### config.mk
export PLATFORM = sky130hd
export DESIGN_NAME = mem_stage
export DESIGN_NICKNAME = d
export VERILOG_FILES = /design/src/rtl/mem_stage_pkg.sv /design/src/rtl/mem_wait_timer.sv /design/src/rtl/mem_stage.sv
export SDC_FILE = /design/constraint.sdc
export NUM_CORES = 1
export LEC_CHECK = 0
export BUFFER_PORTS_ARGS = -buffer_cell sky130_fd_sc_hd__buf_2
export CAP_MARGIN = 20
export CELL_PAD_IN_SITES_DETAIL_PLACEMENT = 0
export CELL_PAD_IN_SITES_GLOBAL_PLACEMENT = 1
export CORE_UTILIZATION = 25
export CTS_CLUSTER_DIAMETER = 120
export CTS_CLUSTER_SIZE = 8
export DETAILED_ROUTE_END_ITERATION = 6
export HOLD_SLACK_MARGIN = 0.02
export PLACE_DENSITY = 0.88
export REMOVE_ABC_BUFFERS = 1
export SYNTH_ARGS = -nofsm -noshare
export SYNTH_HDL_FRONTEND = slang
export SYNTH_SLANG_ARGS = --single-unit
### constraint.sdc
create_clock -name clk -period 1.39 [get_ports clk]
set_input_delay 0.139 -clock clk [delete_from_list [all_inputs] [get_ports clk]]
set_output_delay 0.139 -clock clk [all_outputs]
set_load 0.05 [all_outputs]
### src/rtl/mem_stage_pkg.sv
// Shared definitions for the memory-access stage: decode-flag bit positions,
// FSM state encoding and the writeback-source select.
package mem_stage_pkg;

    localparam int CTRL_W = 10;

    // ex_ctrl bit positions; the first-listed flag (compute) sits in the MSB
    localparam int CTRL_HLT         = 0;
    localparam int CTRL_PCS         = 1;
    localparam int CTRL_BR          = 2;
    localparam int CTRL_B           = 3;
    localparam int CTRL_LLB         = 4;
    localparam int CTRL_LHB         = 5;
    localparam int CTRL_SW          = 6;
    localparam int CTRL_LW          = 7;
    localparam int CTRL_COMPUTE_IMM = 8;
    localparam int CTRL_COMPUTE     = 9;

    typedef enum logic {
        ST_IDLE = 1'b0,
        ST_BUSY = 1'b1
    } state_t;

    typedef enum logic [1:0] {
        WB_SEL_ALU = 2'd0,
        WB_SEL_MEM = 2'd1,
        WB_SEL_PC  = 2'd2
    } wb_sel_t;

    function automatic wb_sel_t wb_select(input logic [CTRL_W-1:0] ctrl);
        if (ctrl[CTRL_LW])
            return WB_SEL_MEM;
        else if (ctrl[CTRL_PCS])
            return WB_SEL_PC;
        else
            return WB_SEL_ALU;
    endfunction

endpackage

### src/rtl/mem_wait_timer.sv
// Wait-cycle counter for an outstanding memory transfer: clears when idle, counts while enabled,
// saturates at all-ones. hit is combinational from the count (same-cycle timeout compare).
module mem_wait_timer #(
    parameter int CNT_W   = 7,
    parameter int TIMEOUT = 64
) (
    input  logic clk,
    input  logic rst,
    input  logic clr,
    input  logic en,
    output logic hit
);

    localparam logic [CNT_W-1:0] CNT_MAX = '1;
    localparam logic [CNT_W-1:0] CNT_LAST = CNT_W'(TIMEOUT - 1);

    logic [CNT_W-1:0] cnt;

    always_ff @(posedge clk or negedge rst) begin
        if (!rst)
            cnt <= '0;
        else if (clr)
            cnt <= '0;
        else if (en && cnt != CNT_MAX)
            cnt <= cnt + 1'b1;
    end

    assign hit = (cnt == CNT_LAST);

endmodule

### src/rtl/mem_stage.sv
// Memory-access stage: LW/SW over a req/ack port, writeback registered into MEM/WB (1 cycle).
// Holds upstream via stall while a transfer is outstanding; aborts after TIMEOUT wait cycles.
module mem_stage
    import mem_stage_pkg::*;
#(
    parameter int DATA_W  = 16,
    parameter int RADDR_W = 4,
    parameter int TIMEOUT = 64,
    parameter int CNT_W   = 7
) (
    input  logic               clk,
    input  logic               rst,
    input  logic [DATA_W-1:0]  ex_pc,
    input  logic [DATA_W-1:0]  ex_alu,
    input  logic [15:0]        ex_instr,
    input  logic [DATA_W-1:0]  ex_rf2,
    input  logic [CTRL_W-1:0]  ex_ctrl,
    output logic               stall,
    output logic               mem_req,
    output logic               mem_we,
    output logic [DATA_W-1:0]  mem_addr,
    output logic [DATA_W-1:0]  mem_wdata,
    input  logic               mem_ack,
    input  logic [DATA_W-1:0]  mem_rdata,
    output logic               wb_wen,
    output logic [RADDR_W-1:0] wb_dst,
    output logic [DATA_W-1:0]  wb_data,
    output logic               wb_hlt,
    output logic               mem_err
);

    state_t            state;
    logic              valid;
    logic              is_mem;
    logic              busy;
    logic              hit;
    logic              timeout;
    logic              wen_nxt;
    logic [DATA_W-1:0] data_nxt;
    logic              unused_instr_bits;

    assign valid   = |ex_ctrl;
    assign is_mem  = valid & (ex_ctrl[CTRL_LW] | ex_ctrl[CTRL_SW]);
    assign busy    = (state == ST_BUSY);
    assign timeout = busy & hit & ~mem_ack;

    // Gated by rst so the request drops the instant reset asserts, even with a LW still presented.
    assign mem_req   = rst & ((~busy & is_mem) | busy) & ~timeout;
    assign stall     = mem_req & ~mem_ack;
    assign mem_we    = ex_ctrl[CTRL_SW];
    assign mem_addr  = ex_alu;
    assign mem_wdata = ex_rf2;

    assign unused_instr_bits = ^{ex_instr[15:12], ex_instr[7:0]};

    mem_wait_timer #(
        .CNT_W   (CNT_W),
        .TIMEOUT (TIMEOUT)
    ) u_timer (
        .clk (clk),
        .rst (rst),
        .clr (~busy),
        .en  (busy),
        .hit (hit)
    );

    always_ff @(posedge clk or negedge rst) begin
        if (!rst) begin
            state <= ST_IDLE;
        end else begin
            case (state)
                ST_IDLE: if (mem_req && !mem_ack) state <= ST_BUSY;
                ST_BUSY: if (mem_ack || timeout)  state <= ST_IDLE;
                default: state <= ST_IDLE;
            endcase
        end
    end

    always_ff @(posedge clk or negedge rst) begin
        if (!rst)
            mem_err <= 1'b0;
        else if (timeout)
            mem_err <= 1'b1;
    end

    assign wen_nxt = ex_ctrl[CTRL_COMPUTE] | ex_ctrl[CTRL_COMPUTE_IMM] | ex_ctrl[CTRL_LW]
                   | ex_ctrl[CTRL_LHB] | ex_ctrl[CTRL_LLB] | ex_ctrl[CTRL_PCS];

    always_comb begin
        data_nxt = ex_alu;
        case (wb_select(ex_ctrl))
            WB_SEL_MEM: data_nxt = mem_rdata;
            WB_SEL_PC:  data_nxt = ex_pc;
            default:    data_nxt = ex_alu;
        endcase
    end

    // A stalled or aborted instruction retires into WB as a bubble.
    always_ff @(posedge clk or negedge rst) begin
        if (!rst) begin
            wb_wen  <= 1'b0;
            wb_dst  <= '0;
            wb_data <= '0;
            wb_hlt  <= 1'b0;
        end else if (stall || timeout) begin
            wb_wen  <= 1'b0;
            wb_dst  <= '0;
            wb_data <= '0;
            wb_hlt  <= 1'b0;
        end else begin
            wb_wen  <= wen_nxt;
            wb_dst  <= ex_instr[11:8];
            wb_data <= data_nxt;
            wb_hlt  <= ex_ctrl[CTRL_HLT];
        end
    end

endmodule
==> run summary, run 1 <==
Die Y = 88.8 um
clk slew on worst S/H paths = 70 ps
Syn Inst Count = 163
via count = 1528
clock buffer depth = 2
first-pass GRT wire length = 7200 um
DRT iter0 DRCs = 21
hold_ws = 40.8 ps
Max Fclk = 0.618 GHz
largest net degree at the start of global routing = 32
# IOs = 151
internal power = 1.60 mW
Final Critical Period = 1620 ps
Net Sw Power = 0.902 mW
synth unique cells = 28
max_cap viols = 0
Flop pwr share = 39.5%
Pwr Total = 2.50 mW
Critical-path top delay cell = dfrtp_1
DRC violations left = 0
placed insts = 339
pre-CTS setup slack = -195 ps
Avg Cell Area, Syn = 11.6 um2
CP Data Arrival Time = 1480 ps
# setup viols final = 24
status = complete, but fails checks
CP Max Fanout = 4
failing checks = setup timing
Num CTS Buffers = 5
Layout Cells excl Fill = 353
Final Cycle Share = 116%
startpoint types = flop
die footprint = 7880 um2
final setup margin = -229 ps
clock latency on the worst-skew pair = 280 ps
Antenna diodes = 0
synthesized flop and latch total = 31
Post-DRT Antenna Nets = 0
PortBufs = 104
FP Rows = 31
layout net count = 347
DP Area = 2350 um2
die width = 88.8 um
Final Util = 35.8%
DP HPWL = 3530 um
warnings from Yosys = 0
clk_skew = 10.4 ps
initial core utilization = 26.0%
root buffer cell = clkbuf_8
H-tree level count = 2
Sink Count = 31
gpl congestion = 0.807
RSZ-0062 raised after global routing = yes
initial antenna violation count = 0
CP Capture Type = output port
overall routing resource usage = 12.5%
Seq/Total Area, Yosys = 41.2%
Final Hold Vio Count = 0
worst-margin pin slew = 403 ps
via/cell ratio = 4.33
Layout area overhead = 37.8%
Crit path largest cell delay = 410 ps
Peak VDD IR = 0.437 mV
Worst EP required = 1250 ps
grt total ovfl = 0
crit-path cells = ha_4 > nand4_4 > nor3_4 > a21oi_1 > buf_4
1st-pass router iterations = 4
CTS tree = yes
Post-Syn Area = 1880 um2
Hold WC Path Type = primary input to flop
Clock Power Share = 28.0%
Sw Ratio = 36.1%
final WL = 4870 um
Fin Setup TNS = -3700 ps
share of layout cells above drive strength 1 = 70.5%
Final Cell Area = 2590 um2
Final Max Slew Viols = 0
cell area power density = 963 nW/um2
Layout fillers = 755
Core Box Area = 7250 um2
vias in the first global route = 1511
post-DR wirelength/cell = 13.8 um
Logic pwr share = 32.5%
WS Path Type = flop to output port
Static Leak = 1.29 nW
relative slew slack = 73.1%
==> worst max-delay path: cells and delay by family, from the launching register on <==
family	cells	cell delay (ps)
flip-flops	1	410
adder cells (fa/ha/maj)	1	170
buffers and inverters	1	200
AND/OR/NAND/NOR	2	310
AO/OA/AOI/OAI	1	100
==> state kept, by name (all words and copies together) (netlist names) <==
| register | flops |
|---|---|
| mem_err | 1 |
| wb_dst | 4 |
| wb_wen | 1 |
| wb_hlt | 1 |
| u_timer.cnt | 7 |
| wb_data | 16 |
| busy | 1 |
==> repair_timing <==
item,4_1_cts,5_1_grt
hold buffers,1,0
pin swaps,6,4
setup buffers,3,1
gates resized for setup,15,5
hold endpoints to repair,31,0
gates cloned,1,0
setup endpoints to repair,24,28
==> Yosys cell counts <==
cell type / number / area, um2
buf_4: 35 / 263
buf_6: 3 / 33.8
inv_1: 2 / 7.51
and3_1: 1 / 6.26
a211oi_1: 2 / 15.0
nand2_1: 4 / 15.0
nor2_1: 1 / 3.75
a31oi_1: 4 / 25.0
mux2_2: 16 / 180
nand4_2: 1 / 12.5
and4_1: 2 / 17.5
nand3_1: 2 / 10.0
a21o_1: 1 / 7.51
a21oi_1: 3 / 15.0
buf_1: 1 / 3.75
ha_1: 1 / 12.5
or4_1: 1 / 7.51
mux2i_1: 18 / 180
a21boi_2: 3 / 33.8
buf_2: 2 / 10.0
clkbuf_1: 1 / 3.75
dfrtp_1: 31 / 776
o31ai_4: 2 / 42.5
a21oi_2: 17 / 149
nor3_1: 4 / 20.0
or2b_1: 1 / 7.51
o21ai_0: 2 / 10.0
a21boi_0: 2 / 15.0
==> per-layer routing <==
metal | vias to the layer above | global-route usage, % | share of wire (%)
li1 | 725 | - | -
met5 | - | 3.25 | 0.70
met2 | 94 | 22.2 | 50
met3 | 4 | 6.06 | 11
met1 | 703 | 13.3 | 38
met4 | 2 | 2.20 | 0.21
==> layout by cell type, fill, tap and decap left out, drive strengths merged <==
master       instances
a211oi               2
a21boi               5
a21o                 1
a21oi               20
a31oi                4
and3                 1
and4                 2
buf                124
clkbuf               5
clkinv               1
clkinvlp             2
dfrtp               31
dlygate4sd3          1
ha                   1
inv                  2
mux2                16
mux2i               18
nand2                4
nand3                2
nand4                1
nor2                 1
nor3                 4
o21ai                2
o31ai                2
or2b                 1
or4                  1
==> power by group through the flow <==
stage	logic, mW	clock network, mW	registers [mW]
global route	0.872	0.775	0.992
floorplan	0.183	0	1.21
detailed placement	0.782	0	1.00
global placement	0.774	0	0.999
CTS	0.820	0.735	0.986
finish	0.812	0.700	0.985
==> final timing paths <==
check	slack (ps)	start	endpoint	cells past startpoint
hold reg to reg	460	mem_err	mem_err	1
setup / recovery	-230	u_timer.cnt[1]	mem_req	5
hold / removal	40	mem_ack	busy	2
min in group asynchronous	480	rst	mem_err	3
max in group asynchronous	600	rst	busy	3
setup reg to reg	-180	u_timer.cnt[1]	wb_data[11]	7
==> layout make-up <==
class                   count  area (um2)  share of cell area [%]
flip-flops and latches     31         777                    29.9
well taps                  99         124                    4.77
repair buffers            125         749                    28.9
inverters                   2        7.51                   0.289
clock inverters             3        20.0                   0.771
clock buffers               5        68.8                    2.65
multi-input cells          88         848                    32.7
==> cell families after synthesis <==
family,after synthesis,synth area share [%]
flip-flops,31,41.2
buffers and inverters,44,17.1
AND/OR/NAND/NOR,17,5.32
adder cells (fa/ha/maj),1,0.664
multiplexers,34,19.1
AO/OA/AOI/OAI,36,16.6
No activity file was read; power rests on OpenSTA's default activity.
==> inputs of run 2 (changes only) <==
--- a/config.mk
+++ b/config.mk
@@ -9,6 +9,7 @@
 export CAP_MARGIN = 20
 export CELL_PAD_IN_SITES_DETAIL_PLACEMENT = 0
 export CELL_PAD_IN_SITES_GLOBAL_PLACEMENT = 1
+export CORE_MARGIN = 2
 export CORE_UTILIZATION = 25
 export CTS_CLUSTER_DIAMETER = 120
 export CTS_CLUSTER_SIZE = 8
@@ -16,6 +17,7 @@
 export HOLD_SLACK_MARGIN = 0.02
 export PLACE_DENSITY = 0.88
 export REMOVE_ABC_BUFFERS = 1
+export SLEW_MARGIN = 10
 export SYNTH_ARGS = -nofsm -noshare
 export SYNTH_HDL_FRONTEND = slang
 export SYNTH_SLANG_ARGS = --single-unit
==> constraint.sdc (replaced) <==
create_clock -name clk -period 1.4 [get_ports clk]
set_input_delay 0.14 -clock clk [delete_from_list [all_inputs] [get_ports clk]]
set_output_delay 0.14 -clock clk [all_outputs]
set_load 0.05 [all_outputs]
==> run 2 against run 1 <==
The run still ends with setup timing left. Non-clock buffer count is 4 higher. Sequential cell count stayed put. Global-route usage is 0.21 points lower. Highest routed layer is now met4. Critical path depth stayed put. Sequential share of layout area is 0.28 points lower. Clock skew is 4.6 ps lower.
==> run summary, run 2 (same netlist as run 1, synthesis figures left out) <==
Die Y = 90.8 um
initial antenna violation count = 0
crit path launch = u_timer.cnt[0]
H-tree level count = 2
failing checks = setup timing
CTS tree = yes
via/cell ratio = 4.35
Peak VDD IR = 0.434 mV
clock buffer depth = 2
largest net degree at the start of global routing = 32
vias in the first global route = 1577
Post-DRT Antenna Nets = 0
Worst EP required = 1260 ps
max reg flops = 16
layout net count = 351
Sw Ratio = 33.1%
CP Capture Type = output port
placed insts = 344
Final Hold Vio Count = 0
Final Util = 35.9%
met3 WL = 515 um
worst reg2reg path startpoint = u_timer.cnt[0]
cell area power density = 1010 nW/um2
Clock Power Share = 31.9%
Max Fclk = 0.643 GHz
die footprint = 8240 um2
share of layout cells above drive strength 1 = 70.4%
initial core utilization = 25.8%
Logic pwr share = 30.8%
first-pass GRT wire length = 7920 um
worst-margin pin slew = 418 ps
via count = 1547
WS Path Type = flop to output port
Final Max Slew Viols = 0
startpoint types = flop
# setup viols final = 27
Num CTS Buffers = 5
post-DR wirelength/cell = 14.5 um
DR top layer = met4
Final Cycle Share = 111%
RSZ-0062 raised after global routing = yes
Hold WC Path Type = primary input to flop
HP Start = mem_ack
DRC violations left = 0
root buffer cell = clkbuf_8
Flop pwr share = 37.2%
clock latency on the worst-skew pair = 270 ps
grt total ovfl = 0
PortBufs = 104
most common cell after layout, fill and taps aside = buf_2
CP Data Arrival Time = 1410 ps
Net Sw Power = 0.870 mW
final WL = 5150 um
gpl congestion = 0.816
internal power = 1.76 mW
clk slew on worst S/H paths = 60 ps
Layout Cells excl Fill = 356
relative slew slack = 72.2%
Core Box Area = 7290 um2
final setup margin = -155 ps
Largest regs = wb_data (16), u_timer.cnt (7), wb_dst (4)
overall routing resource usage = 12.3%
wire length on met1 = 1940 um
1st-pass router iterations = 4
CP Max Fanout = 3
Layout area overhead = 38.9%
most frequent cells in the layout = buf_2 (102), dfrtp_1 (31), buf_4 (21), a21oi_2 (18), mux2i_1 (18)
# IOs = 151
clk_skew = 5.71 ps
Final Critical Period = 1550 ps
Sink Count = 31
Static Leak = 1.31 nW
status = complete, but fails checks
max_cap viols = 0
Antenna diodes = 0
DRT iter0 DRCs = 31
met2 WL = 2590 um
die width = 90.8 um
FP Rows = 31
Largest Register = wb_data
DP HPWL = 3960 um
==> run 2: cell types whose count changed in the layout (fill, tap and decap cells not counted), sizes merged <==
| cell | delta |
|---|---|
| clkinvlp | -2 |
| buf | +4 |
| clkinv | -1 |
| bufinv | +1 |
| clkbuf | +1 |
==> run 2: path summary, 6_finish.rpt <==
path / end / slack (ps) / cells after the start
max in group asynchronous: wb_data[6] / 620 / 3
worst max register to register: wb_dst[2] / -100 / 7
worst min register to register: mem_err / 470 / 1
worst min-delay path: busy / 70 / 2
min in group asynchronous: u_timer.cnt[0] / 480 / 3
worst max-delay path: mem_req / -150 / 5
==> run 2: routing by layer <==
metal  vias to the layer above  GRT usage, %
met5                         -             0
met4                         0          4.42
met3                         8          6.01
met2                        96          20.4
met1                       709          13.6
li1                        734             -
==> run 2: layout make-up <==
type,count,area (um2)
clock inverter,1,30.0
clock buffer,6,72.6
sequential,31,776
multi-input combinational,88,845
timing repair buffer,129,761
tap,99,124
inverter,2,7.51
fill,754,4680
==> run 2: stage by stage <==
| stage | total power [mW] | worst slack, ps | hold WS [ps] | TNS (ps) | instance area, um2 |
|---|---|---|---|---|---|
| 2_1_floorplan | 1.39 | -670 | -156 | -12980 | 1570 |
| 3_3_place_gp | 1.78 | -54.1 | 230 | -929 | 2400 |
| 3_5_place_dp | 1.79 | -96.0 | 267 | -1610 | 2400 |
| 4_1_cts | 2.67 | -155 | 50.3 | -2560 | 2580 |
| 5_1_grt | 2.77 | -227 | 53.5 | -4000 | 2620 |
| 6_report | 2.63 | -155 | 65.2 | -2070 | 2620 |
==> run 2: repair_timing <==
action | 4_1_cts | 5_1_grt
hold buffers | 1 | 0
endpoints found under the hold margin | 31 | 0
resized for setup | 9 | 6
setup endpoints to repair | 26 | 29
pin swaps | 7 | 7
buffers inserted | 3 | 2
==> run 2: power groups by stage <==
stage          registers [mW]  clock network [mW]  logic (mW)
6_report                0.980               0.840       0.810
5_1_grt                 0.986               0.922       0.860
4_1_cts                 0.977               0.877       0.815
3_5_place_dp            0.994                   0       0.801
3_3_place_gp            0.991                   0       0.787
2_1_floorplan            1.21                   0       0.182
==> run 2: critical path, stage by stage (launching register included) <==
cell and delay, ps:
dfrtp_1 390, ha_4 160, nand4_4 90, nor3_4 250, a21oi_2 90, buf_6 160
